### src/rtl/div_unit_pkg.sv
// div_unit_pkg: shared datapath width, ALU op codes and sign helper for the divider
package div_unit_pkg;
  localparam int W = 32;
  localparam logic [3:0] ALU_ADD          = 4'd0;
  localparam logic [3:0] ALU_SUB          = 4'd1;
  localparam logic [3:0] ALU_AND          = 4'd2;
  localparam logic [3:0] ALU_OR           = 4'd3;
  localparam logic [3:0] ALU_SIGNED_DIV   = 4'd8;
  localparam logic [3:0] ALU_UNSIGNED_DIV = 4'd9;
  function automatic logic [W-1:0] cond_neg(input logic [W-1:0] x, input logic n);
    return n ? -x : x;
  endfunction
endpackage

### src/rtl/div_unit_if.sv
// div_unit_if: request/response bundle between the execute stage and the divider
interface div_unit_if;
  import div_unit_pkg::*;
  logic           start;
  logic           signed_div;
  logic [W-1:0]   a;
  logic [W-1:0]   b;
  logic           annul;
  logic           busy;
  logic           valid;
  logic [2*W-1:0] result;
  modport master(output start, signed_div, a, b, annul, input busy, valid, result);
  modport slave(input start, signed_div, a, b, annul, output busy, valid, result);
endinterface

### src/rtl/div_step.sv
// div_step: one restoring shift-subtract step on an already shifted partial remainder
module div_step
  import div_unit_pkg::*;
(
  input  logic [W:0]   rem_in,
  input  logic [W:0]   dvs,
  output logic [W-1:0] rem_out,
  output logic         q
);
  assign q       = rem_in >= dvs;
  assign rem_out = q ? rem_in[W-1:0] - dvs[W-1:0] : rem_in[W-1:0];
endmodule

### src/rtl/div_unit.sv
// div_unit: 32-bit radix-2 restoring divider for DIV/DIVU producing {remainder, quotient}
module div_unit
  import div_unit_pkg::*;
(
  input logic       clk,
  input logic       rst,
  div_unit_if.slave bus
);
  typedef enum logic [1:0] {IDLE, BUSY, DONE} state_t;
  state_t         state, state_n;
  logic [4:0]     cnt;
  logic [W-1:0]   rem, quo, dvs, rem_n, quo_n;
  logic           neg_q, neg_r, q_bit, accept, last, div0, busy_q, valid_q;
  logic [2*W-1:0] result_q;
  div_step u_step (
    .rem_in ({rem, quo[W-1]}),
    .dvs    ({1'b0, dvs}),
    .rem_out(rem_n),
    .q      (q_bit)
  );
  assign quo_n      = {quo[W-2:0], q_bit};
  assign bus.busy   = busy_q;
  assign bus.valid  = valid_q;
  assign bus.result = result_q;
  // next state: annul beats everything, start is only taken outside BUSY
  always_comb begin
    div0    = bus.b == '0;
    accept  = bus.start && !bus.annul && state != BUSY;
    last    = state == BUSY && cnt == 5'd31;
    state_n = bus.annul ? IDLE : accept ? (div0 ? DONE : BUSY) : last ? DONE : state == BUSY ? BUSY : IDLE;
  end
  // state, operand capture, iteration and sign-corrected result
  always_ff @(posedge clk) begin
    if (rst) begin
      state    <= IDLE;
      cnt      <= '0;
      rem      <= '0;
      quo      <= '0;
      dvs      <= '0;
      neg_q    <= 1'b0;
      neg_r    <= 1'b0;
      busy_q   <= 1'b0;
      valid_q  <= 1'b0;
      result_q <= '0;
    end else begin
      state   <= state_n;
      busy_q  <= state_n == BUSY;
      valid_q <= !bus.annul && (last || (accept && div0));
      if (bus.annul) result_q <= '0;
      else if (accept && div0) result_q <= {bus.a, {W{1'b1}}};
      else if (accept) begin
        rem   <= '0;
        quo   <= cond_neg(bus.a, bus.signed_div && bus.a[W-1]);
        dvs   <= cond_neg(bus.b, bus.signed_div && bus.b[W-1]);
        neg_q <= bus.signed_div && (bus.a[W-1] ^ bus.b[W-1]);
        neg_r <= bus.signed_div && bus.a[W-1];
        cnt   <= '0;
      end else if (state == BUSY) begin
        rem <= rem_n;
        quo <= quo_n;
        cnt <= cnt + 5'd1;
        if (last) result_q <= {cond_neg(rem_n, neg_r), cond_neg(quo_n, neg_q)};
      end
    end
  end
endmodule
### src/flat_wrapper.sv
// flat-port wrapper written by rule: the top's interface ports become plain ports
module div_unit_flat import div_unit_pkg::*;
  (clk, rst, bus_start, bus_signed_div, bus_a, bus_b, bus_annul, bus_busy, bus_valid, bus_result);
  div_unit_if bus_i ();
  input logic clk;
  input logic rst;
  input wire logic [$bits(bus_i.start)-1:0] bus_start;
  input wire logic [$bits(bus_i.signed_div)-1:0] bus_signed_div;
  input wire logic [$bits(bus_i.a)-1:0] bus_a;
  input wire logic [$bits(bus_i.b)-1:0] bus_b;
  input wire logic [$bits(bus_i.annul)-1:0] bus_annul;
  output wire logic [$bits(bus_i.busy)-1:0] bus_busy;
  output wire logic [$bits(bus_i.valid)-1:0] bus_valid;
  output wire logic [$bits(bus_i.result)-1:0] bus_result;
  assign bus_i.start = bus_start;
  assign bus_i.signed_div = bus_signed_div;
  assign bus_i.a = bus_a;
  assign bus_i.b = bus_b;
  assign bus_i.annul = bus_annul;
  assign bus_busy = bus_i.busy;
  assign bus_valid = bus_i.valid;
  assign bus_result = bus_i.result;
  div_unit u_core (.clk(clk), .rst(rst), .bus(bus_i));
endmodule
### config.mk
export PLATFORM = sky130hd
export DESIGN_NAME = div_unit_flat
export DESIGN_NICKNAME = d
export VERILOG_FILES = /design/src/rtl/div_unit_pkg.sv /design/src/rtl/div_unit_if.sv /design/src/rtl/div_step.sv /design/src/rtl/div_unit.sv /design/src/flat_wrapper.sv
export SDC_FILE = /design/constraint.sdc
export NUM_CORES = 1
export LEC_CHECK = 0
export ABC_AREA = 1
export BUFFER_PORTS_ARGS = -buffer_cell sky130_fd_sc_hd__buf_4
export CAP_MARGIN = 20
export CORE_MARGIN = 8
export CORE_UTILIZATION = 50
export CTS_BUF_LIST = sky130_fd_sc_hd__clkbuf_16
export DETAILED_ROUTE_END_ITERATION = 8
export PLACE_DENSITY = 0.7
export SYNTH_ARGS = -nofsm -noshare
export SYNTH_HDL_FRONTEND = slang
export SYNTH_SLANG_ARGS = --single-unit
### constraint.sdc
create_clock -name clk -period 3.4 [get_ports clk]
set_clock_uncertainty 0.1 [all_clocks]
set_input_delay 0.17 -clock clk [delete_from_list [all_inputs] [get_ports clk]]
set_output_delay 0.17 -clock clk [all_outputs]
set_load 0.03 [all_outputs]
==> run_results.csv <==
group,metric,value,unit
worst_setup_path,cp_max_fo,4,
die,die_h,176,um
timing,rsz0062_at_grt,"yes",
detailed_routing,wl_per_cell,19.1,um
cts,cts_root_buffer,"clkbuf_16",
die,design.core.area,25100,sq um
cts,cts_sinks,171,
power_and_ir_drop,finalPower,0.00973,W
worst_setup_path,required,3.65,ns
flow_run,cap_violations,0,
timing,relSlewSlack,48.7,%
die,die-area,30900,sq um
grt,gr-total-overflow,0,
power_and_ir_drop,power_density,555,nW/um^2
cts,clockBufferDepth,2,
synth,postSynthNetCount,2212,
placed_design,portBuffers,134,
synth,syn_area,12800,sq um
final_layout,nFillCells,2242,
timing,setup-tns-final,-0.0578,ns
worst_setup_path,crit_path_end_kind,"flip-flop",
die,initial_core_util,50.8,%
synth,synth_edf_count,0,
worst_setup_path,start_kind,"flip-flop",
placed_design,hpwl,39.7,mm
timing,fin_ws,-0.0258,ns
synth,synthCells,2104,
detailed_routing,drt_iter0_drc,1628,
final_layout,regArea,3470,sq um
synth,seq_area_frac_synth,26.8,%
detailed_routing,vias,15700,
power_and_ir_drop,p_leak,8.60,nW
synth,ys_top_cells_by_count,"nand2_1 (597), inv_1 (287), nor2_1 (196)",
synth,yosysTopAreaCellShare,26.8,%
synth,synth_most_common_cell,"nand2_1",
run_status,violations,"setup timing",
final_layout,antennaDiodeCount,0,
timing,max_slew.worst_pin.slew,0.769,ns
cts,cts.clk_slew.worst_paths,0.08,ns
placed_design,dp_cells,2689,
grt,grt_pass1_vias,14800,
die,die_x,176,um
worst_hold_path,hp-class,"in -> reg",
placed_design,pre_cts_ws,-0.160,ns
cts,htreeDepth,4,
power_and_ir_drop,ir_drop,0.000393,V
die,rows,58,
grt,grt_pass1_wl,80.2,mm
worst_setup_path,arrival,3.67,ns
detailed_routing,drtPass1Iterations,8,
final_layout,synthToLayoutAreaGrowth,37.6,%
detailed_routing,postRouteAntennaNets,0,
timing,slew_violations,0,
synth,avgSynthCellArea,6.06,sq um
synth,yosysTopAreaCell,"dfxtp_1",
synth,synthDistinctLibCells,54,
timing,max_freq,292,MHz
detailed_routing,vias_per_cell,5.62,
timing,layout_min_cycle_time,3.43,ns
die,io_pins,135,
timing,finalHoldViolCount,0,
cts,worstSkewPairLatency,0.45,ns
run_status,status,"complete, but fails checks",
final_layout,instances_no_fill,2789,
synth,yosys_register_bits,171,
cts,cts_tree,"built",
detailed_routing,remaining_drc_errors,0,
grt,antenna_found_initial,1,
cts,cts_made_buffers,17,
synth,yosysWarningCount,0,
placed_design,gp_congestion,0.968,
timing,setup_viol,3,
final_layout,layout.nets,2554,
timing,finalCritPeriodShare,101,%
synth,ys_async_sr_fraction,0,%
detailed_routing,wl,53.3,mm
worst_setup_path,crit_type,"reg -> reg",
final_layout,drive_above_1_share,28.3,%
grt,track_usage,32.8,%
synth,netlist_top_cells_area,"dfxtp_1 (27%), nand2_1 (18%), inv_1 (8.4%)",
final_layout,multi_input_area,8740,sq um
grt,grt_max_degree,67,
synth,synthFlopType,"dfxtp_1",
where the power goes:
| part | switching, W | total [W] | internal (W) |
|---|---|---|---|
| clock | 0.00103 | 0.00208 | 0.00106 |
| combinational | 0.00335 | 0.00552 | 0.00217 |
| sequential | 0.0000635 | 0.00213 | 0.00207 |
| total | 0.00444 | 0.00973 | 0.00529 |
metal layers:
layer / vias to the layer above / wire length (um) / GRT usage [%] / part of all wire [%]
met5: - / 11 / 0 / 0.021
met4: 2 / 2190 / 13.6 / 4.1
li1: 7462 / - / - / -
met1: 7273 / 22100 / 42.1 / 41
met3: 155 / 4330 / 4.77 / 8.1
met2: 772 / 24700 / 54.2 / 46
kinds of logic (layout without fill, tap and decap cells):
kind of cell               after synthesis  after routing  synth area share, %
buffers and inverters                  384            739                 11.7
adders and majority gates               39             39                 3.89
AOI/OAI and AO/OA                      375            375                 16.7
DFF                                    171            171                 26.8
xor gates and xnor gates                78             78                 5.36
and+or+nand+nor                       1057           1057                 35.5
critical path, cell delays in order, from the launching register on:
cell and delay, ns:
dfxtp_4 0.36, ha_4 0.27, nand2_4 0.08, inv_2 0.05, nand2_2 0.08, nand2_2 0.07, nand2_2 0.07, nand3_2 0.10
nand2_2 0.09, nand2_2 0.07, nand3_4 0.09, nand2_8 0.08, inv_4 0.07, ha_4 0.12, nand4_1 0.12, nor3_2 0.20
nand3_2 0.15, nor2_4 0.13, inv_2 0.05, nor2_4 0.10, nand4_1 0.17, nor2_4 0.21, a21oi_2 0.09, xor2_1 0.17
o221ai_1 0.17, inv_1 0.06
metrics by stage:
| step | hold WS, ns | instance area [sq um] | util (%) |
|---|---|---|---|
| after global routing | 0.0237 | 17500 | 69.9 |
| after CTS | 0.00282 | 16800 | 67.1 |
| after floorplan | 0.216 | 12800 | - |
| after global placement | 0.339 | 15400 | 61.2 |
| after detailed placement | 0.341 | 15400 | 61.2 |
| final | 0.00332 | 17500 | 69.9 |
worst paths after layout:
check                        start               endpoint  slack (ns)  cells past startpoint
max                  u_core.rem[3]  u_core.bus.result[26]       -0.03                     25
min reg2reg  u_core.bus.result[56]  u_core.bus.result[56]        0.35                      2
max reg2reg          u_core.rem[3]  u_core.bus.result[26]       -0.03                     25
min                       bus_a[4]  u_core.bus.result[36]       0.003                      3
final cells by class:
cell class / instances / share of cell area [%]
Tap cell: 330 / 2.35
Inverter: 309 / 6.66
Sequential cell: 171 / 19.8
Clock buffer: 17 / 2.42
Timing Repair Buffer: 398 / 18.0
Clock inverter: 15 / 1.02
Multi-Input combinational cell: 1549 / 49.8
flip-flops by register name (all words and copies together) (netlist names):
register,cells
u_core.bus.busy,1
u_core.bus.result,64
u_core.bus.valid,1
u_core.cnt,5
u_core.dvs,32
u_core.neg_q,1
u_core.neg_r,1
u_core.quo,32
u_core.rem,32
u_core.state,2
what timing repair did:
action / CTS / global route
hold buffers: 23 / 0
cloned: 0 / 1
endpoints found under the hold margin: 24 / 0
buffers inserted: 24 / 23
resized for setup: 90 / 160
setup endpoints to repair: 25 / 39
pin swaps: 22 / 40
layout by cell type, fill, tap and decap left out, types with 5 or more instances in the layout:
| master | n |
|---|---|
| nand2_1 | 543 |
| buf_4 | 366 |
| inv_1 | 248 |
| nor2_1 | 172 |
| dfxtp_1 | 135 |
| nand3_1 | 121 |
| a21oi_1 | 120 |
| o21ai_0 | 114 |
| nand2_2 | 62 |
| xor2_1 | 56 |
| inv_2 | 54 |
| o22ai_1 | 46 |
| dfxtp_2 | 35 |
| ha_4 | 31 |
| nor3_1 | 29 |
| nor2_2 | 25 |
| nand4_1 | 25 |
| dlygate4sd3_1 | 23 |
| xnor2_1 | 18 |
| clkbuf_16 | 18 |
| a31oi_1 | 16 |
| o21ai_1 | 15 |
| nor2_4 | 14 |
| nand3b_1 | 14 |
| nand3_2 | 13 |
| o221ai_1 | 12 |
| o21bai_1 | 11 |
| nand2_4 | 8 |
| o211ai_1 | 7 |
| nor3_2 | 5 |
| o21ai_2 | 5 |
| a21oi_2 | 5 |
| and2_1 | 5 |
| ha_1 | 5 |
| buf_12 | 5 |
Power figures use the tool's default switching activity.
